==> src/rtl/perf_stats_pkg.sv <==
// rtl/perf_stats_pkg.sv - stat_sel encoding, tracking-entry type and saturating increment
package perf_stats_pkg;

  // stat_sel encoding; histogram bins follow contiguously from STAT_HIST_BASE
  localparam int STAT_RD_CNT     = 0;
  localparam int STAT_WR_CNT     = 1;
  localparam int STAT_LAT_SUM_LO = 2;
  localparam int STAT_LAT_SUM_HI = 3;
  localparam int STAT_LAT_MIN    = 4;
  localparam int STAT_LAT_MAX    = 5;
  localparam int STAT_ORPHAN_CNT = 6;
  localparam int STAT_DROP_CNT   = 7;
  localparam int STAT_HIST_BASE  = 8;

  localparam int TS_W = 64;

  // One tracking-table entry. The request ID lives in a parallel array so that
  // ID_W can stay a module parameter.
  typedef struct packed {
    logic            valid;
    logic            is_write;
    logic [TS_W-1:0] start_cycle;
  } tag_entry_t;

  // Increment that sticks at max_value instead of wrapping
  function automatic logic [63:0] sat_inc(input logic [63:0] value, input logic [63:0] max_value);
    return (value >= max_value) ? value : value + 64'd1;
  endfunction

endpackage

==> src/rtl/latency_tag_table.sv <==
// rtl/latency_tag_table.sv - in-flight request table: priority allocate, ID match, stage-1 latency
module latency_tag_table
  import perf_stats_pkg::*;
#(
  parameter int ID_W            = 32,
  parameter int MAX_OUTSTANDING = 8,
  parameter int OCC_W           = $clog2(MAX_OUTSTANDING + 1)
) (
  input  logic             clk,
  input  logic             rst_n,
  input  logic             i_req_fire,
  input  logic [ID_W-1:0]  i_req_id,
  input  logic             i_req_is_write,
  input  logic             i_resp_fire,
  input  logic [ID_W-1:0]  i_resp_id,
  input  logic [TS_W-1:0]  i_cycle,
  output logic             o_drop,
  output logic             o_orphan,
  output logic             o_s1_valid,
  output logic             o_s1_is_write,
  output logic [TS_W-1:0]  o_s1_latency,
  output logic [ID_W-1:0]  o_s1_id,
  output logic [TS_W-1:0]  o_s1_start,
  output logic [OCC_W-1:0] o_outstanding,
  output logic             o_table_full
);

  localparam int IDX_W = $clog2(MAX_OUTSTANDING);

  tag_entry_t                 r_tab [MAX_OUTSTANDING];
  logic [ID_W-1:0]            r_id  [MAX_OUTSTANDING];
  logic                       r_s1_valid;
  logic                       r_s1_is_write;
  logic [TS_W-1:0]            r_s1_latency;
  logic [ID_W-1:0]            r_s1_id;
  logic [TS_W-1:0]            r_s1_start;
  logic [OCC_W-1:0]           r_outstanding;
  logic                       r_table_full;

  logic                       w_any_free;
  logic                       w_any_match;
  logic [IDX_W-1:0]           w_free_idx;
  logic [IDX_W-1:0]           w_match_idx;
  logic [MAX_OUTSTANDING-1:0] w_valid_next;
  logic [OCC_W-1:0]           w_count_next;

  // Priority encoders over the pre-edge table; scanning downward leaves the lowest index
  always_comb begin
    w_any_free  = 1'b0;
    w_free_idx  = '0;
    w_any_match = 1'b0;
    w_match_idx = '0;
    for (int i = MAX_OUTSTANDING - 1; i >= 0; i--) begin
      if (!r_tab[i].valid) begin
        w_any_free = 1'b1;
        w_free_idx = IDX_W'(i);
      end
      if (r_tab[i].valid && (r_id[i] == i_resp_id)) begin
        w_any_match = 1'b1;
        w_match_idx = IDX_W'(i);
      end
    end
  end

  // Post-edge valid vector, used only for the registered occupancy outputs
  always_comb begin
    w_valid_next = '0;
    w_count_next = '0;
    for (int i = 0; i < MAX_OUTSTANDING; i++) begin
      w_valid_next[i] = r_tab[i].valid;
    end
    if (i_resp_fire && w_any_match) begin
      w_valid_next[w_match_idx] = 1'b0;
    end
    if (i_req_fire && w_any_free) begin
      w_valid_next[w_free_idx] = 1'b1;
    end
    for (int i = 0; i < MAX_OUTSTANDING; i++) begin
      w_count_next = w_count_next + OCC_W'(w_valid_next[i]);
    end
  end

  assign o_drop   = i_req_fire  && !w_any_free;
  assign o_orphan = i_resp_fire && !w_any_match;

  // Retire the matched entry, fill the allocated slot and capture the stage-1 latency
  always_ff @(posedge clk or negedge rst_n) begin
    if (!rst_n) begin
      for (int i = 0; i < MAX_OUTSTANDING; i++) begin
        r_tab[i] <= '0;
        r_id[i]  <= '0;
      end
      r_s1_valid    <= 1'b0;
      r_s1_is_write <= 1'b0;
      r_s1_latency  <= '0;
      r_s1_id       <= '0;
      r_s1_start    <= '0;
      r_outstanding <= '0;
      r_table_full  <= 1'b0;
    end else begin
      // The free slot was free before this edge and the matched slot was valid, so they never collide
      if (i_resp_fire && w_any_match) begin
        r_tab[w_match_idx].valid <= 1'b0;
        r_s1_is_write            <= r_tab[w_match_idx].is_write;
        r_s1_latency             <= i_cycle - r_tab[w_match_idx].start_cycle;
        r_s1_id                  <= r_id[w_match_idx];
        r_s1_start               <= r_tab[w_match_idx].start_cycle;
      end
      if (i_req_fire && w_any_free) begin
        r_tab[w_free_idx] <= '{valid: 1'b1, is_write: i_req_is_write, start_cycle: i_cycle};
        r_id[w_free_idx]  <= i_req_id;
      end
      r_s1_valid    <= i_resp_fire && w_any_match;
      r_outstanding <= w_count_next;
      r_table_full  <= &w_valid_next;
    end
  end

  assign o_s1_valid    = r_s1_valid;
  assign o_s1_is_write = r_s1_is_write;
  assign o_s1_latency  = r_s1_latency;
  assign o_s1_id       = r_s1_id;
  assign o_s1_start    = r_s1_start;
  assign o_outstanding = r_outstanding;
  assign o_table_full  = r_table_full;

endmodule

==> src/rtl/bank_latency_stats_collector.sv <==
// rtl/bank_latency_stats_collector.sv - per-bank latency statistics; LATENCY_CSV_LOG_EN adds a sim-only CSV log
module bank_latency_stats_collector
  import perf_stats_pkg::*;
#(
  parameter int RANK            = 0,
  parameter int BANK            = 0,
  parameter int ID_W            = 32,
  parameter int MAX_OUTSTANDING = 8,
  parameter int CNT_W           = 32,
  parameter int HIST_BINS       = 8,
  parameter int BIN_SHIFT       = 2
) (
  input  logic                                   clk,
  input  logic                                   reset,
  input  logic                                   req_fire,
  input  logic [ID_W-1:0]                        req_id,
  input  logic                                   req_is_write,
  input  logic                                   resp_fire,
  input  logic [ID_W-1:0]                        resp_id,
  input  logic [63:0]                            globalCycle,
  input  logic                                   clear,
  input  logic [7:0]                             stat_sel,
  output logic [CNT_W-1:0]                       stat_data,
  output logic [$clog2(MAX_OUTSTANDING+1)-1:0]   outstanding,
  output logic                                   table_full,
  output logic                                   err_sticky
);

  localparam int               OCC_W     = $clog2(MAX_OUTSTANDING + 1);
  localparam int               BIN_W     = $clog2(HIST_BINS);
  localparam logic [CNT_W-1:0] CNT_MAX   = '1;
  localparam logic [63:0]      CNT_MAX64 = 64'(CNT_MAX);

  logic             w_drop;
  logic             w_orphan;
  logic             w_s1_valid;
  logic             w_s1_is_write;
  logic [63:0]      w_s1_latency;
  logic [ID_W-1:0]  w_s1_id;
  logic [63:0]      w_s1_start;
  logic [CNT_W-1:0] w_lat_sat;
  logic [63:0]      w_bin_raw;
  logic [BIN_W-1:0] w_bin;
  logic [CNT_W-1:0] w_stat_mux;

  logic [CNT_W-1:0] r_rd_cnt;
  logic [CNT_W-1:0] r_wr_cnt;
  logic [63:0]      r_lat_sum;
  logic [CNT_W-1:0] r_lat_min;
  logic [CNT_W-1:0] r_lat_max;
  logic [CNT_W-1:0] r_orphan_cnt;
  logic [CNT_W-1:0] r_drop_cnt;
  logic [CNT_W-1:0] r_hist [HIST_BINS];
  logic             r_err_sticky;
  logic [CNT_W-1:0] r_stat_data;

  latency_tag_table #(
    .ID_W            (ID_W),
    .MAX_OUTSTANDING (MAX_OUTSTANDING),
    .OCC_W           (OCC_W)
  ) u_tag_table (
    .clk            (clk),
    .rst_n          (reset),
    .i_req_fire     (req_fire),
    .i_req_id       (req_id),
    .i_req_is_write (req_is_write),
    .i_resp_fire    (resp_fire),
    .i_resp_id      (resp_id),
    .i_cycle        (globalCycle),
    .o_drop         (w_drop),
    .o_orphan       (w_orphan),
    .o_s1_valid     (w_s1_valid),
    .o_s1_is_write  (w_s1_is_write),
    .o_s1_latency   (w_s1_latency),
    .o_s1_id        (w_s1_id),
    .o_s1_start     (w_s1_start),
    .o_outstanding  (outstanding),
    .o_table_full   (table_full)
  );

  // Min/max track the latency clipped to counter width; the bin index clamps into the last bin
  always_comb begin
    w_lat_sat = (w_s1_latency > CNT_MAX64) ? CNT_MAX : w_s1_latency[CNT_W-1:0];
    w_bin_raw = w_s1_latency >> BIN_SHIFT;
    w_bin     = (w_bin_raw > 64'(HIST_BINS - 1)) ? BIN_W'(HIST_BINS - 1) : w_bin_raw[BIN_W-1:0];
  end

  // Stage-2 accumulators; clear takes priority over any same-cycle completion, drop or orphan
  always_ff @(posedge clk or negedge reset) begin
    if (!reset) begin
      r_rd_cnt     <= '0;
      r_wr_cnt     <= '0;
      r_lat_sum    <= '0;
      r_lat_min    <= CNT_MAX;
      r_lat_max    <= '0;
      r_orphan_cnt <= '0;
      r_drop_cnt   <= '0;
      r_err_sticky <= 1'b0;
      for (int b = 0; b < HIST_BINS; b++) r_hist[b] <= '0;
    end else if (clear) begin
      r_rd_cnt     <= '0;
      r_wr_cnt     <= '0;
      r_lat_sum    <= '0;
      r_lat_min    <= CNT_MAX;
      r_lat_max    <= '0;
      r_orphan_cnt <= '0;
      r_drop_cnt   <= '0;
      r_err_sticky <= 1'b0;
      for (int b = 0; b < HIST_BINS; b++) r_hist[b] <= '0;
    end else begin
      if (w_drop) begin
        r_drop_cnt   <= CNT_W'(sat_inc(64'(r_drop_cnt), CNT_MAX64));
        r_err_sticky <= 1'b1;
      end
      if (w_orphan) begin
        r_orphan_cnt <= CNT_W'(sat_inc(64'(r_orphan_cnt), CNT_MAX64));
        r_err_sticky <= 1'b1;
      end
      if (w_s1_valid) begin
        if (w_s1_is_write) begin
          r_wr_cnt <= CNT_W'(sat_inc(64'(r_wr_cnt), CNT_MAX64));
        end else begin
          r_rd_cnt <= CNT_W'(sat_inc(64'(r_rd_cnt), CNT_MAX64));
        end
        r_lat_sum <= r_lat_sum + w_s1_latency;
        if (w_lat_sat < r_lat_min) r_lat_min <= w_lat_sat;
        if (w_lat_sat > r_lat_max) r_lat_max <= w_lat_sat;
        r_hist[w_bin] <= CNT_W'(sat_inc(64'(r_hist[w_bin]), CNT_MAX64));
      end
    end
  end

  // Statistic select; unmapped codes read as zero
  always_comb begin
    w_stat_mux = '0;
    case (stat_sel)
      8'(STAT_RD_CNT):     w_stat_mux = r_rd_cnt;
      8'(STAT_WR_CNT):     w_stat_mux = r_wr_cnt;
      8'(STAT_LAT_SUM_LO): w_stat_mux = CNT_W'(r_lat_sum);
      8'(STAT_LAT_SUM_HI): w_stat_mux = CNT_W'(r_lat_sum >> CNT_W);
      8'(STAT_LAT_MIN):    w_stat_mux = r_lat_min;
      8'(STAT_LAT_MAX):    w_stat_mux = r_lat_max;
      8'(STAT_ORPHAN_CNT): w_stat_mux = r_orphan_cnt;
      8'(STAT_DROP_CNT):   w_stat_mux = r_drop_cnt;
      default: begin
        for (int b = 0; b < HIST_BINS; b++) begin
          if (stat_sel == 8'(STAT_HIST_BASE + b)) w_stat_mux = r_hist[b];
        end
      end
    endcase
  end

  // Registered readout: one cycle from stat_sel to stat_data
  always_ff @(posedge clk or negedge reset) begin
    if (!reset) begin
      r_stat_data <= '0;
    end else begin
      r_stat_data <= w_stat_mux;
    end
  end

  assign stat_data  = r_stat_data;
  assign err_sticky = r_err_sticky;

`ifdef LATENCY_CSV_LOG_EN
  // Per-bank log header
  initial begin
    $display("latency_stats_rank%0d_bank%0d.csv: RequestID,Type,IssueCycle,RespCycle,Latency", RANK, BANK);
  end

  // One line per completion, drop and orphan
  always @(posedge clk) begin
    if (reset) begin
      if (w_s1_valid) begin
        $display("latency_stats_rank%0d_bank%0d.csv: %0d,%0d,%0d,%0d,%0d", RANK, BANK, w_s1_id,
                 w_s1_is_write, w_s1_start, w_s1_start + w_s1_latency, w_s1_latency);
      end
      if (w_drop)   $display("latency_stats_rank%0d_bank%0d.csv: DROP,%0d", RANK, BANK, req_id);
      if (w_orphan) $display("latency_stats_rank%0d_bank%0d.csv: ORPHAN,%0d", RANK, BANK, resp_id);
    end
  end
`else
  logic w_unused_log;
  assign w_unused_log = ^{w_s1_id, w_s1_start, 1'(RANK), 1'(BANK)};
`endif

endmodule

==> config.mk <==
export PLATFORM = sky130hd
export DESIGN_NAME = bank_latency_stats_collector
export DESIGN_NICKNAME = d
export VERILOG_FILES = /design/src/rtl/perf_stats_pkg.sv /design/src/rtl/latency_tag_table.sv /design/src/rtl/bank_latency_stats_collector.sv
export SDC_FILE = /design/constraint.sdc
export NUM_CORES = 2
export LEC_CHECK = 0
export BUFFER_PORTS_ARGS = -buffer_cell sky130_fd_sc_hd__buf_4
export CAP_MARGIN = 20
export CORE_MARGIN = 5
export CORE_UTILIZATION = 50
export DETAILED_ROUTE_END_ITERATION = 8
export MAX_ROUTING_LAYER = met4
export PLACE_DENSITY_LB_ADDON = 0.12
export SLEW_MARGIN = 30
export SYNTH_ARGS = -nofsm -noshare
export SYNTH_HDL_FRONTEND = slang
export SYNTH_SLANG_ARGS = --single-unit
==> constraint.sdc <==
create_clock -name clk -period 6.3 [get_ports clk]
set_clock_uncertainty 0.1 [all_clocks]
set_input_delay 1.26 -clock clk [delete_from_list [all_inputs] [get_ports clk]]
set_output_delay 1.26 -clock clk [all_outputs]
set_load 0.01 [all_outputs]
# Word-level counts from Yosys, hierarchy flattened

Cells that the tools add are included.

Bits in registers: 1400
Latch bits: 0
Bits in writable memories: 0
Memory bits (read-only): 0
Bits of input ports: 142
Output and inout bits: 38
Memories: 0

Add/sub/neg operators: 14
Multiply operators: 0
Div/mod/pow operators: 0
Magnitude comparators: 19
Equal/unequal tests: 28
Shifts and indexed selects: 0
Multiplexer cells: 97
Bitwise logic cells: 6
Reduce and logical (&&, ||, !) cells: 34

Operator list:

| cell                                                      | number |
|---|---|
| 2-to-1 mux 32 bit                                         | 34 |
| bitwise mux 528 bit                                       | 2 |
| 2-to-1 mux 528 bit                                        | 2 |
| bitwise mux 256 bit                                       | 2 |
| 2-to-1 mux 256 bit                                        | 2 |
| demux 66 bit (select 3 bit)                               | 2 |
| equality test 32 bit                                      | 8 |
| case mux 32 bit (8 select lines)                          | 1 |
| binary-select mux 66 bit (select 3 bit)                   | 1 |
| demux 32 bit (select 3 bit)                               | 2 |
| adder 32 x 1 -> 32 bit, second input constant             | 5 |
| greater-or-equal comparator 32 bit, second input constant | 5 |
| 2-to-1 mux 66 bit                                         | 2 |
| 2-to-1 mux 65 bit                                         | 2 |
| 2-to-1 mux 64 bit                                         | 2 |
| binary-select mux 32 bit (select 3 bit)                   | 1 |
| adder 64 bit                                              | 1 |
| equality test 8 x 4 -> 1 bit, second input constant       | 8 |
| > comparator 64 x 32 -> 1 bit, second input constant      | 1 |
| subtractor 64 bit                                         | 1 |
| > comparator 62 x 3 -> 1 bit, second input constant       | 1 |
| 2-to-1 mux 3 bit                                          | 17 |
| equality test 8 x 3 -> 1 bit, second input constant       | 4 |
| > comparator 32 bit                                       | 1 |
| other kinds (25)                                          | 91 |

# Logic depth before layout (Yosys ltp)

Word-level depth: 26
Mapped depth: 29
Mapped depth without buffers: 25

# By module

Synthesis repeated with hierarchy kept, for this count alone.

Cell total of the unflattened synthesis: 7958
Area, all modules: 81578.2 µm²

Modules (own cells, without submodules):

| module                       | times used | cells an instance | area an instance (µm²) | seq. area each (µm²) |
|---|---|---|---|---|
| latency_tag_table            | 1          | 4396              | 48559.1                | 23797.8 |
| bank_latency_stats_collector | 1          | 3562              | 33019.2                | 13678.1 |

# Worst setup path after synthesis

Ideal clock, no wire load.

Path type: in2reg
Start: input port resp_id[17]
End: register u_tag_table.r_s1_latency[63] (netlist: u_tag_table.o_s1_latency[63])
Library setup time: 0.083 ns
Arrival time: 7.470 ns
Slack: -1.353 ns
Cell stages on the path: 28
Buffers on the path: 5
Cell sequence: clkbuf_1 > xor2_1 > nor4_1 > nand4_1 > or3_1 > nor2b_1 > a31o_2 > clkbuf_1 > o21bai_1 > clkbuf_1 > clkbuf_1 > buf_1 > mux2i_1 > o22ai_1 > nor2_1 > ha_1 > nor2b_1 > o31a_1 > o41ai_1 > o21ai_0 > a211oi_1 > o21ai_0 > a221oi_1 > o31a_1 > o211ai_1 > a31oi_1 > xnor3_1 > o21ai_0

Cells in the longest elaborated chain, start to end: 15
Elaborated cells between the ends (all ways): 38
Classes of those cells: add/sub (1); eq/ne (8); mux (19); bitwise (1); reduce/logical (9)

RTL lines:

| element                                 | RTL line                           | source |
|---|---|---|
| start, declared                         | bank_latency_stats_collector.sv:19 | `input logic [ID_W-1:0] resp_id,` |
| equality test 32 bit                    | latency_tag_table.sv:58            | `if (r_tab[i].valid && (r_id[i] == i_resp_id)) begin` |
| logical AND 1 bit                       | latency_tag_table.sv:58            |  |
| 2-to-1 mux 3 bit (8 in series)          | latency_tag_table.sv:58            |  |
| NOT 3 -> 4 bit (not written as such)    | latency_tag_table.sv:105           | `r_s1_latency <= i_cycle - r_tab[w_match_idx].start_cycle;` |
| binary-select mux 66 bit (select 3 bit) | -                                  |  |
| 2-to-1 mux 65 bit (2 in series)         | -                                  |  |
| subtractor 64 bit                       | latency_tag_table.sv:105           |  |
| end signal, assigned                    | latency_tag_table.sv:105           |  |
| end, declared                           | latency_tag_table.sv:34            | `logic [TS_W-1:0] r_s1_latency;` |

Parallel ways exist; a longest one is shown, timed or not. The select of a mux whose other input is x is not followed.
A chain may end at the register's enable or synchronous reset.

# Worst setup path in the final report

Start: input port resp_id[5]
End: register u_tag_table.r_s1_latency[63] (netlist: u_tag_table.o_s1_latency[63])

The elaborated chain is that of the path after synthesis.

==> impl_summary.log <==
INFO  metric via_count = 62,928
INFO  metric post-place-ws = -1550 ps
INFO  metric core-area = 150,000 sq um
INFO  metric fin_nets = 8,215
INFO  metric rows = 142
INFO  metric gp_congestion = 1.02
INFO  metric fillcell_total = 12,614
INFO  metric pin_count_of_the_biggest_net_entering_global_routing = 185
INFO  metric worst_pin_slew = 1030 ps
INFO  metric critical_path_arrival = 6980 ps
INFO  metric yosysTopAreaCellShare = 45.3%
INFO  metric portBuffers = 179
INFO  metric wirelength_routed = 291 mm
INFO  metric ys_warn_count = 0
INFO  metric async_flop_share = 100%
INFO  metric failing_checks = negative setup slack
INFO  metric route.detailed.vias_per_inst = 6.27
INFO  metric gr-total-overflow = 0
INFO  metric hold_viol_final = 0
INFO  metric ctsLongestPathBuffers = 3
INFO  metric synth.ff_latch_count = 1,400
INFO  metric die_h = 399 um
INFO  metric dr.first_iter.drc_count = 6,073
INFO  metric finalCriticalPeriod = 6380 ps
INFO  metric design.portCount = 180
INFO  metric postSynthCellCount = 7,142
INFO  metric min_delay_path_class = input port to asynchronous set/reset pin
INFO  metric worstSetupStartpointType = input port
INFO  metric ir_drop = 0.269 mV
INFO  metric cts_max_level = 4
INFO  metric synthesis.nets = 7,487
INFO  metric pwr_density_cell = 337 nW/um^2
INFO  metric end_kind = flop
INFO  metric grtUsageTotal = 37.1%
INFO  metric tritoncts_num_sinks = 1,400
INFO  metric antenna_left = 0
INFO  metric rsz0062_at_grt = true
INFO  metric drc = 0
INFO  metric cts-root-buf = clkbuf_16
INFO  metric initial_antenna_violation_count = 20
INFO  metric post_synthesis_sequential_area_ratio = 46.4%
INFO  metric layout-area-overhead-vs-synth = 20.9%
INFO  metric leakagePower = 42.3 nW
INFO  metric maxCapViolCount = 0
INFO  metric finalWorstSetupSlack = -80.5 ps
INFO  metric synth.top_cells.by_area = dfrtp_1, mux2_2, mux2i_1
INFO  metric cts.reportedPaths.clkPinSlew = 60 ps
INFO  metric clk-insertion-delay-late = 790 ps
INFO  metric criticalPathCategory = input port to flop
INFO  metric grt_pass1_wl = 426 mm
INFO  metric effective_utilization_at_floorplan = 50.4%
INFO  metric synth_cell_type_count = 96
INFO  metric critical_path_required = 6900 ps
INFO  metric floorplan.die.width = 399 um
INFO  metric setup_viol_count_final = 10
INFO  metric drive_gt1_share = 28.8%
INFO  metric synth_top_area_cell = dfrtp_1
INFO  metric max_freq = 157 MHz
INFO  metric dp_hpwl = 205 mm
INFO  metric die_outline_area = 159,000 sq um
INFO  metric synthFlopType = dfrtp_1
INFO  metric cts_hold_repair_buffers = 0
INFO  metric mappedNetlistArea = 75,600 sq um
INFO  metric crit_path_max_fanout = 8
INFO  metric first_global_vias = 62,579
INFO  metric place.detailed.instances = 9,659
INFO  metric relative_slew_margins = 30.8%
INFO  metric outcome = finished, violations left
INFO  metric wl_per_cell = 29.0 um
INFO  metric finalCritPeriodShare = 101%
INFO  metric cts_tree = done
INFO  metric numCtsBuffers = 156
INFO  metric edff_count_synth = 0
INFO  metric final-instance-count-excl-fill = 10,029
INFO  metric finalMaxSlewViolations = 0
INFO  metric first_pass_iters = 8
INFO  metric synth_area_per_cell = 10.6 sq um
synth_stat cells (9+ instances only):
library cell	number
a211o_1	40
a211oi_1	35
a21boi_0	14
a21o_1	104
a21oi_1	230
a221o_1	34
a221oi_1	40
a22o_1	48
a22oi_1	96
a31oi_1	14
and2_1	20
and3_1	54
and4_1	23
buf_1	41
buf_2	12
clkbuf_1	370
dfrtp_1	1368
dfstp_2	32
ha_1	197
inv_1	138
mux2_2	818
mux2i_1	359
nand2_1	583
nand2b_1	36
nand3_1	116
nand3b_1	9
nand4_1	152
nor2_1	411
nor2b_1	33
nor3_1	138
nor4_1	103
o211ai_1	16
o21a_1	29
o21ai_0	345
o21ai_1	105
o21bai_1	19
o221ai_1	11
o22a_1	11
o22ai_1	188
o31ai_1	24
or3_1	84
or4_1	16
xnor2_1	198
xor2_1	275
placed cells by master, fill, tap and decap left out, drive strengths merged, types with 15 or more instances in the layout:
| cell | count |
|---|---|
| a21oi | 230 |
| a221o | 34 |
| nand3 | 118 |
| o21ai | 450 |
| or3 | 84 |
| a221oi | 41 |
| a211o | 40 |
| mux2i | 359 |
| and3 | 54 |
| nor3 | 140 |
| and4 | 23 |
| inv | 146 |
| nor4 | 115 |
| dfstp | 32 |
| o31ai | 24 |
| and2 | 23 |
| o21bai | 19 |
| dfrtp | 1368 |
| nor2b | 33 |
| o211ai | 16 |
| nand2 | 583 |
| o22ai | 188 |
| clkinv | 31 |
| or4 | 16 |
| a22oi | 96 |
| nor2 | 411 |
| mux2 | 818 |
| a21boi | 15 |
| nand2b | 36 |
| a21o | 104 |
| buf | 991 |
| clkbuf | 242 |
| a211oi | 36 |
| ha | 197 |
| a22o | 48 |
| xnor2 | 204 |
| xor2 | 279 |
| diode | 15 |
| nand4 | 153 |
| o21a | 29 |
metrics by stage:
step | cell area, sq um | hold WS (ps) | util [%] | TNS [ps] | total power [mW]
after floorplan | 76100 | 344 | - | -1340 | 17.1
after global placement | 84400 | 361 | 56.2 | -43640 | 20.9
after detailed placement | 84400 | 372 | 56.2 | -47140 | 21.1
after CTS | 90000 | 371 | 59.9 | -102 | 30.6
after global routing | 91400 | 399 | 60.9 | -2760 | 32.1
final | 91400 | 343 | 60.9 | -401 | 30.8
path summary, 6_finish.rpt:
| path | startpoint | cells past startpoint | to | slack, ps |
|---|---|---|---|---|
| worst max-delay path | resp_id[5] | 28 | u_tag_table.o_s1_latency[63]$_DFFE_PN0N_ | -80 |
| worst min-delay path | reset | 1 | r_hist[251]$_DFFE_PN0P_ | 340 |
| worst max register to register | u_tag_table.r_id[182]$_DFFE_PN0P_ | 28 | u_tag_table.o_s1_latency[63]$_DFFE_PN0N_ | 70 |
| worst min register to register | u_tag_table.r_tab[396]$_DFFE_PN0P_ | 2 | u_tag_table.r_tab[396]$_DFFE_PN0P_ | 390 |
| max in group asynchronous | reset | 3 | u_tag_table.r_tab[79]$_DFFE_PN0P_ | 4160 |
| min in group clk | u_tag_table.r_tab[396]$_DFFE_PN0P_ | 2 | u_tag_table.r_tab[396]$_DFFE_PN0P_ | 390 |
logic make-up after synthesis:
| family | synth area share [%] |
|---|---|
| AOI/OAI and AO/OA | 12.7 |
| xor gates and xnor gates | 5.72 |
| adders and majority gates | 3.42 |
| buffers and inverters | 2.89 |
| DFF | 46.4 |
| muxes | 17.1 |
| and+or+nand+nor | 11.8 |
power breakdown:
group          internal (mW)  switching, mW  total, mW
sequential              11.3           1.57       12.9
combinational           4.49           4.01       8.49
clock                   5.52           3.95       9.47
sequential cells by signal, summed over array words and instances, names as in the netlist:
register and count:
err_sticky 1, u_tag_table.o_s1_valid 1, u_tag_table.o_outstanding 4, stat_data 32, r_drop_cnt 32, u_tag_table.o_table_full 1
r_lat_min 32, u_tag_table.r_tab 528, r_wr_cnt 32, r_lat_sum 64, r_hist 256, u_tag_table.o_s1_latency 64
u_tag_table.r_id 256, r_orphan_cnt 32, r_lat_max 32, u_tag_table.o_s1_is_write 1, r_rd_cnt 32
final cells by class:
| cell class | count | area (sq um) | area share, % |
|---|---|---|---|
| Timing Repair Buffer | 1000 | 8520 | 9.32 |
| Antenna cell | 15 | 37.5 | 0.0411 |
| Clock inverter | 53 | 674 | 0.738 |
| Inverter | 141 | 529 | 0.579 |
| Clock buffer | 233 | 4600 | 5.03 |
| Tap cell | 2016 | 2520 | 2.76 |
| Multi-Input combinational cell | 5171 | 39500 | 43.2 |
| Sequential cell | 1400 | 35100 | 38.4 |
critical path, cell delays in order:
cell and delay (ps):
buf_4 120, xor2_1 240, nor4_1 390, nand4_1 170, or3_4 390, nor2b_1 150, a31o_2 250, o21bai_4 160
buf_12 150, buf_16 170, buf_12 160, mux2i_1 240, o22ai_2 110, nor2_2 160, ha_1 250, nor2b_4 130
o31a_1 320, o41ai_2 280, o21ai_2 140, a211oi_2 190, buf_4 180, o21ai_4 80, a221oi_2 290, o31a_1 240
o211ai_1 120, a31oi_1 210, xnor3_1 260, o21ai_1 160
what timing repair did:
item	CTS	global route
gates cloned	2	8
endpoints found under the setup margin	29	34
resized for setup	42	144
pin swaps	13	81
setup buffers	11	46
per-layer routing:
layer	global-route usage (%)	up-vias	routed length [um]
li1	-	27557	-
met4	18.3	0	17700
met2	56.1	2730	131000
met5	-	-	0
met1	48.1	31821	120000
met3	6.82	820	21800
Power figures use the tool's default switching activity.
